===== src/rtl/alu_iterative.sv =====
// rtl/alu_iterative.sv - RV32I execute ALU with valid/ready handshake and iterative shifter
// Build option: ALU_FAST_SHIFT_EN selects a single-cycle barrel shifter instead.
module alu_iterative #(
    parameter int XLEN = 32
) (
    input  logic            clk,
    input  logic            rst,
    input  logic            in_valid,
    output logic            in_ready,
    input  logic [3:0]      alu_control,
    input  logic [XLEN-1:0] op_a,
    input  logic [XLEN-1:0] op_b,
    output logic            out_valid,
    input  logic            out_ready,
    output logic [XLEN-1:0] result,
    output logic            zero
);
    localparam logic [3:0] OP_SUB   = 4'b0001;
    localparam logic [3:0] OP_AND   = 4'b0010;
    localparam logic [3:0] OP_OR    = 4'b0011;
    localparam logic [3:0] OP_XOR   = 4'b0100;
    localparam logic [3:0] OP_SLT   = 4'b0101;
    localparam logic [3:0] OP_SLTU  = 4'b0110;
    localparam logic [3:0] OP_SLL   = 4'b0111;
    localparam logic [3:0] OP_SRL   = 4'b1000;
    localparam logic [3:0] OP_SRA   = 4'b1001;
    localparam logic [3:0] OP_LUI   = 4'b1010;

    typedef enum logic [1:0] {
        S_IDLE  = 2'd0,
`ifdef ALU_FAST_SHIFT_EN
        S_DONE  = 2'd1
`else
        S_DONE  = 2'd1,
        S_SHIFT = 2'd2
`endif
    } state_t;

    state_t          state_q, state_d;
    logic [XLEN-1:0] result_q, result_d;
    logic [XLEN-1:0] alu_res;
    logic [4:0]      shamt;

    assign shamt = op_b[4:0];

`ifndef ALU_FAST_SHIFT_EN
    logic [XLEN-1:0] shreg_q, shreg_d;
    logic [4:0]      cnt_q, cnt_d;
    logic [3:0]      op_q, op_d;
    logic [XLEN-1:0] shift_step;
    logic            is_shift;

    assign is_shift = (alu_control == OP_SLL) || (alu_control == OP_SRL) || (alu_control == OP_SRA);

    always_comb begin
        shift_step = shreg_q;
        case (op_q)
            OP_SLL:  shift_step = {shreg_q[XLEN-2:0], 1'b0};
            OP_SRL:  shift_step = {1'b0, shreg_q[XLEN-1:1]};
            default: shift_step = {shreg_q[XLEN-1], shreg_q[XLEN-1:1]};
        endcase
    end
`endif

    // Single-cycle datapath; in the iterative build shift codes pass op_a (the shamt=0 result).
    always_comb begin
        alu_res = op_a + op_b;
        case (alu_control)
            OP_SUB:  alu_res = op_a - op_b;
            OP_AND:  alu_res = op_a & op_b;
            OP_OR:   alu_res = op_a | op_b;
            OP_XOR:  alu_res = op_a ^ op_b;
            OP_SLT:  alu_res = {{(XLEN-1){1'b0}}, ($signed(op_a) < $signed(op_b))};
            OP_SLTU: alu_res = {{(XLEN-1){1'b0}}, (op_a < op_b)};
`ifdef ALU_FAST_SHIFT_EN
            OP_SLL:  alu_res = op_a << shamt;
            OP_SRL:  alu_res = op_a >> shamt;
            OP_SRA:  alu_res = $signed(op_a) >>> shamt;
`else
            OP_SLL, OP_SRL, OP_SRA: alu_res = op_a;
`endif
            OP_LUI:  alu_res = op_b;
            default: alu_res = op_a + op_b;
        endcase
    end

    always_comb begin
        state_d  = state_q;
        result_d = result_q;
`ifndef ALU_FAST_SHIFT_EN
        shreg_d  = shreg_q;
        cnt_d    = cnt_q;
        op_d     = op_q;
`endif
        case (state_q)
            S_IDLE: begin
                if (in_valid) begin
`ifdef ALU_FAST_SHIFT_EN
                    result_d = alu_res;
                    state_d  = S_DONE;
`else
                    if (is_shift && (shamt != 5'd0)) begin
                        shreg_d = op_a;
                        cnt_d   = shamt;
                        op_d    = alu_control;
                        state_d = S_SHIFT;
                    end else begin
                        result_d = alu_res;
                        state_d  = S_DONE;
                    end
`endif
                end
            end
`ifndef ALU_FAST_SHIFT_EN
            S_SHIFT: begin
                shreg_d = shift_step;
                cnt_d   = cnt_q - 5'd1;
                if (cnt_q == 5'd1) begin
                    result_d = shift_step;
                    state_d  = S_DONE;
                end
            end
`endif
            S_DONE: begin
                if (out_ready) begin
                    state_d = S_IDLE;
                end
            end
            default: state_d = S_IDLE;
        endcase
    end

    always_ff @(posedge clk) begin
        if (rst) begin
            state_q  <= S_IDLE;
            result_q <= '0;
`ifndef ALU_FAST_SHIFT_EN
            shreg_q  <= '0;
            cnt_q    <= '0;
            op_q     <= '0;
`endif
        end else begin
            state_q  <= state_d;
            result_q <= result_d;
`ifndef ALU_FAST_SHIFT_EN
            shreg_q  <= shreg_d;
            cnt_q    <= cnt_d;
            op_q     <= op_d;
`endif
        end
    end

    assign in_ready  = (state_q == S_IDLE);
    assign out_valid = (state_q == S_DONE);
    assign result    = result_q;
    assign zero      = (result_q == '0);
endmodule


===== config.mk =====
export PLATFORM = sky130hd
export DESIGN_NAME = alu_iterative
export DESIGN_NICKNAME = d
export VERILOG_FILES = /design/src/rtl/alu_iterative.sv
export SDC_FILE = /design/constraint.sdc
export NUM_CORES = 1
export LEC_CHECK = 0
export CORE_ASPECT_RATIO = 1.25
export CORE_MARGIN = 10
export CORE_UTILIZATION = 30
export DETAILED_ROUTE_END_ITERATION = 8
export PLACE_DENSITY = 0.55
export SLEW_MARGIN = 20
export SYNTH_ARGS = -nofsm -noshare
export SYNTH_HDL_FRONTEND = slang
export SYNTH_SLANG_ARGS = --single-unit

===== constraint.sdc =====
create_clock -name clk -period 8.8 [get_ports clk]
set_clock_uncertainty 0.15 [all_clocks]
set_input_delay 1.76 -clock clk [delete_from_list [all_inputs] [get_ports clk]]
set_output_delay 1.76 -clock clk [all_outputs]
set_load 0.005 [all_outputs]

Yosys cells after proc, flatten, opt, wreduce, memory -nomap -nowiden. Index checks and enable logic that the tools add are counted.

Flip-flop bits (word level): 75. Word-level logic and storage cells: 62.

Add/subtract/negate cells: 3. Order comparisons: 2. Eq/ne operators: 20. Mux-type cells: 17. Bitwise gates (word level): 3. Reductions and logical operators: 12.

Operators by type and width (number): 32-bit one-hot mux with 8 select lines (1); 32-bit one-hot mux with 2 select lines (3); 32-bit two-way mux (5); 32-bit < comparator (2); 32-bit adder (1); 32-bit AND (1); 32-bit logical NOT (1); 32-bit OR (1); 32-bit subtractor (1); 32-bit bitwise XOR (1); 4-bit by 3-bit == test with 1-bit output, second input constant (5); 4-bit == test, second input constant (4); 5-bit two-way mux (2); 5-bit one-hot mux with 2 select lines (1); 3-bit AND reduction (3); 4-bit by 2-bit == test with 1-bit output, second input constant (2); 2-bit two-way mux (4); 2-bit inequality test, second input constant (3); 2-bit one-hot mux with 3 select lines (1); 5-bit by 1-bit == test with 1-bit output, second input constant (1); 5-bit nonzero test (1); 5-bit by 1-bit subtractor with 5-bit output, second input constant (1); 4-bit by 1-bit == test with 1-bit output, second input constant (1); 2-bit by 1-bit inequality test with 1-bit output, second input constant (2); other kinds (8) (9).

Longest topological paths before layout. Gate-level depths: netlist of the first run.

Word-level depth: 7. Gate-level depth with buffers: 12. Mapped depth without buffers: 12.

Least setup slack after synthesis of the first run. No wires, ideal clock.

Path type: input-to-reg. From: input port op_a[8]. To: register result_q[27] (netlist: result[27]). Library setup time: 122 ps. Data arrival time: 4229 ps. Data required time: 8528 ps. Path slack: 4299 ps. Stages: 11. Cells stage by stage: inv_1 -> ha_1 -> buf_6 -> or3_4 -> a211o_1 -> a2111oi_4 -> o211ai_1 -> a21oi_1 -> mux2_1 -> a221oi_1 -> nor2_1.

Word-level cells in the longest chain between the ends: 5. Elaborated cells between the ends (all ways): 6.

RTL lines: start, declared (line 11) `input logic [XLEN-1:0] op_a,`; 32-bit adder or 32-bit subtractor (tied branches) (line 83, 69); 32-bit one-hot mux with 8 select lines * (line 68) `case (alu_control)`; 32-bit two-way mux * (line 102) `if (is_shift && (shamt != 5'd0)) begin`; 32-bit two-way mux * (line 97) `if (in_valid) begin`; 32-bit one-hot mux with 2 select lines * (line 95) `case (state_q)`; end signal, assigned (line 144) `result_q <= result_d;`; end, declared (line 40) `logic [XLEN-1:0] result_q, result_d;`.

Mark *: on every way between the ends. The rest lies on a longest branch, timed or not. The select of a mux whose other input is x is not followed. A chain may end at the register's enable or synchronous reset.

Worst setup path in the final report of the first run.
From: input port op_a[21]. To: register result_q[28] (netlist: result[28]).

Same word-level chain as after synthesis.

==> metrics.yaml, run 1 <==
seq_area_frac_synth: 0.163
crit_top_cell: "inv_1"
syn_nets: 1503
ys_types: 81
max-cap-violations: 0
grt_use_total: 0.203
post-route-period-util: 0.639
num_rows: 71
p_leak_nw: 4.16
worst_path_largest_cell_delay_ns: 0.84
first_pass_iters: 6
seqCellArea_um2: 1500
clock-sinks: 75
drive_gt1_frac: 0.0435
holdPathStages: 2
hold_end: "op_q[3]"
setup_viol: 0
placed_area_um2: 10600
drt-initial-drc-count: 1212
r2r-end: "result[25]"
slowest_stage: "a2111oi_1"
path_class: "input pin to flop"
timing.rr.start: "state_q[0]"
cts_resized: 0
slew_headroom: 0.289
start_util: 0.305
antenna_found_initial: 0
detail_route.wl_per_cell_um: 22.7
ir_drop_v: 0.0000926
hold_class: "flop to flop"
antennaDiodeCount: 0
netlist_instances: 1331
hpwl_um: 29600
powerDensity_nw_per_um2: 125
grt_pass1_wl_um: 61400
routed_wirelength_um: 40400
hp-start: "op_q[3]"
cts_tree: "yes"
required_ns: 8.90
die_x_um: 177
fin_nets: 1545
syn-cell-area_um2: 9190
arrival_ns: 5.72
clock.fmax_ghz: 0.178
grt_overflow_total: 0
multi_input_area_um2: 6990
instances_no_fill: 1779
avgSynthCellArea_um2: 6.90
synth-edff-count: 0
drc: 0
critPathMaxFanout: 12
cts.path.max_buffers: 2
outcome: "completed"
viasPerCell: 5.97
dr_total_vias: 10612
grt_pass1_vias: 10166
fillers: 3172
period_minus_slack_ns: 5.62
clk_latency_ns: 0.35
path_cells: "clkdlybuf4s50_1 > inv_1 > ha_1 > inv_1 > a21oi_1 > o311ai_0 > a2111oi_1 > a21oi_2 > a31oi_1 > o221ai_1 > a21o_1 > a32o_1"
core_area_um2: 30100
dieArea_um2: 38100
ys_ff_latch: 75
cts_max_level: 3
cts_setup_buffers: 0
drv_slew: 0
synth_ff_type: "dfxtp_1"
regToRegSetupSlack_ns: 5.64
dpl.cell_count: 1763
stdcell_area_um2: 10800
place.gp.congestion: 0.924
die_h_um: 216
rsz0062_at_grt: "no"
hold_buffers: 0
synth_warnings: 0
postRouteAntennaNets: 0
cts-buffers-inserted: 9
area_delta_synth_final_pct: 18.1
ys_async_sr_fraction: 0
setup_tns_ns: 0
critPathCaptureType: "flop"
io_pins: 107
grt_max_degree: 75
root_buffer: "clkbuf_16"
finalHoldViolCount: 0
worst_pin_slew_ns: 1.06
path_clk_slew_ns: 0.06
rr_worst_depth: 8
port_buffers: 106
start_kind: "input pin"
synth_stat cells, types with 12 or more instances:
library cell	number	area, um^2
a221oi_1	14	123
inv_1	93	349
ha_1	98	1230
nor2_1	105	394
nor4_1	19	119
nand2b_1	15	93.8
nor3_1	23	115
o211ai_1	31	233
o21ai_0	49	245
a21o_1	19	143
dfxtp_1	75	1500
a22oi_1	24	180
o21ai_1	23	115
a21oi_1	130	651
clkbuf_1	79	297
mux2i_1	16	160
nand2_1	178	668
a2111oi_0	12	105
xnor2_1	13	114
o2111ai_1	12	105
nor2b_1	13	81.3
a31oi_1	29	181
nand3_1	30	150
a211oi_1	22	165
o21bai_1	14	105
cell usage in the layout (no fill, tap or decap), types with 30 or more instances in the layout:
cell type        synthesis  layout
a21oi_1                130     130
ha_1                    98      98
clkdlybuf4s50_1          0     105
o21ai_0                 49      49
nand3_1                 30      30
nor2_1                 105     105
inv_1                   93      93
dfxtp_1                 75      75
nand2_1                178     178
o211ai_1                31      31
cell families after synthesis:
| family | share of synthesized area |
|---|---|
| and+or+nand+nor | 0.226 |
| DFF | 0.163 |
| adders and majority gates | 0.138 |
| muxes | 0.0199 |
| xor gates and xnor gates | 0.0124 |
| buffers and inverters | 0.0802 |
| AOI/OAI and AO/OA | 0.360 |
stage by stage:
step	worst slack (ns)	power [mW]	util	hold slack (ns)
after floorplan	4.30	0.742	-	0.286
after global placement	2.90	0.968	0.350	0.306
after detailed placement	2.93	0.972	0.350	0.313
after CTS	3.29	1.35	0.360	0.322
after global routing	2.97	1.43	0.360	0.343
final	3.18	1.36	0.360	0.315
worst max-delay path by stage:
stage / cells past startpoint / end / slack (ns) / from
6_report: 12 / result[28] / 3.18 / op_a[21]
2_1_floorplan: 11 / result[27] / 4.30 / op_a[8]
3_5_place_dp: 12 / result[28] / 2.93 / op_a[21]
3_3_place_gp: 12 / result[28] / 2.90 / op_a[21]
4_1_cts: 12 / result[28] / 3.29 / op_a[21]
5_1_grt: 12 / result[28] / 2.97 / op_a[21]
worst max-delay path, delay by kind of cell:
family / cells / cell delay, ns
AO/OA/AOI/OAI: 8 / 2.47
adder cells (fa/ha/maj): 1 / 0.57
buffers and inverters: 3 / 0.92
cell type report:
| type | instances | area share |
|---|---|---|
| clock inverters | 5 | 0.00485 |
| well taps | 401 | 0.0463 |
| inverters | 100 | 0.0346 |
| repair buffers | 123 | 0.109 |
| flip-flops and latches | 75 | 0.138 |
| clock buffers | 11 | 0.0224 |
| multi-input cells | 1064 | 0.644 |
where the power goes:
part | internal (mW) | switching, mW | leakage [nW] | total (mW)
combinational | 0.225 | 0.355 | 3.40 | 0.580
sequential | 0.367 | 0.0316 | 0.613 | 0.399
clock | 0.226 | 0.156 | 0.145 | 0.382
metal layers:
metal	global-route usage	part of all wire	vias to the layer above
met5	0	0	-
met4	0.0806	0.036	0
met3	0.0245	0.070	80
met2	0.331	0.47	464
met1	0.265	0.43	5107
li1	-	-	4961
flip-flops by register name, summed over array words and instances (netlist names):
name and flops:
op_q 4, shreg_q 32, result 32, state_q 2, cnt_q 5
Power figures use the tool's default switching activity.
==> run 2: changes to the inputs <==
- clock period: 8.8 -> 5.7 ns (I/O delays scaled with it)
==> metrics.yaml, run 2 (synthesis gave the netlist of run 1 again) <==
fin_util: 0.366
viasPerCell: 5.99
path_class: "input pin to flop"
core_area_um2: 30100
grt_use_total: 0.203
final_common_cell: "nand2_1"
fin_nets: 1557
first_pass_iters: 7
switching_share: 0.376
cts-buffers-inserted: 9
netSwitchingPower_mw: 0.839
outcome: "completed"
port_buffers: 106
required_ns: 5.79
powerDensity_nw_per_um2: 203
clkPwrFrac: 0.320
area_delta_synth_final_pct: 19.9
hp-start: "op_q[3]"
worst_pin_slew_ns: 1.07
post-route-period-util: 0.872
drt-initial-drc-count: 1172
cts_max_level: 3
ir_drop_v: 0.000159
hold_class: "flop to flop"
cts.path.max_buffers: 2
max-cap-violations: 0
clock.fmax_ghz: 0.201
die_h_um: 216
slew_headroom: 0.278
final_cell_mix: "178 x nand2_1, 130 x a21oi_1, 105 x nor2_1, 105 x clkdlybuf4s50_1, 98 x ha_1"
internal_power_mw: 1.40
setup_tns_ns: 0
num_rows: 71
arrival_ns: 5.06
root_buffer: "clkbuf_16"
period_minus_slack_ns: 4.97
finalHoldViolCount: 0
setup_viol: 0
start_util: 0.305
p_leak_nw: 4.26
hold_buffers: 0
fillers: 3212
antenna_found_initial: 1
cts_resized: 0
critPathMaxFanout: 12
rsz0062_at_grt: "no"
grt_overflow_total: 0
path_clk_slew_ns: 0.06
regToRegSetupSlack_ns: 2.64
drc: 0
clock-sinks: 75
grt_pass1_wl_um: 61300
die_x_um: 177
power_frac_seq: 0.275
dr_total_vias: 10727
pre_cts_slack_ns: 0.346
fin_ws_ns: 0.729
timing.rr.start: "state_q[0]"
clk_latency_ns: 0.35
combPwrFrac: 0.405
grt_max_degree: 72
dieArea_um2: 38100
start_kind: "input pin"
cts_tree: "yes"
io_pins: 107
hpwl_um: 30700
holdPathStages: 2
postRouteAntennaNets: 0
place.gp.congestion: 0.924
hold_end: "op_q[3]"
detail_route.wl_per_cell_um: 22.5
drv_slew: 0
cts_setup_buffers: 0
critPathCaptureType: "flop"
routed_wirelength_um: 40200
seqCellArea_um2: 1500
drive_gt1_frac: 0.0511
power_mw: 2.23
rr_worst_depth: 7
grt_pass1_vias: 10269
r2r-end: "result[31]"
multi_input_area_um2: 6980
[run 2: critical path, stage by stage]
cell,delay [ns]
clkdlybuf4s50_1,0.63
inv_1,0.08
ha_1,0.56
inv_1,0.20
a21oi_1,0.25
o311ai_0,0.24
a2111oi_1,0.76
a21oi_2,0.17
a31oi_1,0.40
o221ai_1,0.17
a21o_1,0.19
a32o_1,0.24
[run 2: routing by layer]
layer  vias up  GRT usage  share of wire
li1       4989          -              -
met1      5197      0.265           0.43
met2       459      0.327           0.46
met3        82     0.0309          0.072
met4         0     0.0789          0.033
met5         -          0              0
[run 2: final cells by class]
type	instances	share of cell area
inverters	100	0.0341
well taps	401	0.0455
repair buffers	135	0.117
diodes	1	0.000227
clock buffers	10	0.0208
multi-input cells	1064	0.634
clock inverters	6	0.0125
flip-flops and latches	75	0.136
[run 2: power by group through the flow]
| stage | logic, mW | clock network [mW] | registers, mW |
|---|---|---|---|
| CTS | 0.892 | 0.724 | 0.614 |
| detailed placement | 0.887 | 0 | 0.625 |
| floorplan | 0.539 | 0 | 0.608 |
| global placement | 0.883 | 0 | 0.625 |
| finish | 0.906 | 0.714 | 0.615 |
| global route | 0.985 | 0.738 | 0.618 |
[run 2: per-stage QoR]
stage | instance area (um^2) | hold WS [ns] | instances
5_1_grt | 11000 | 0.355 | 1792
2_1_floorplan | 9190 | 0.286 | 1331
3_5_place_dp | 10600 | 0.312 | 1775
4_1_cts | 11000 | 0.321 | 1791
6_report | 11000 | 0.316 | 1792
3_3_place_gp | 10600 | 0.305 | 1775
[run 2: how the worst max path moves through the flow]
stage                     startpoint         end  slack [ns]  cells past startpoint
final                       op_a[21]  result[28]        0.73                     12
after CTS                   op_a[21]  result[28]        0.72                     12
after global routing        op_a[21]  result[28]        0.48                     12
after detailed placement    op_a[21]  result[28]        0.35                     12
after global placement      op_a[21]  result[28]        0.45                     12
after floorplan              op_a[8]  result[27]        1.82                     11
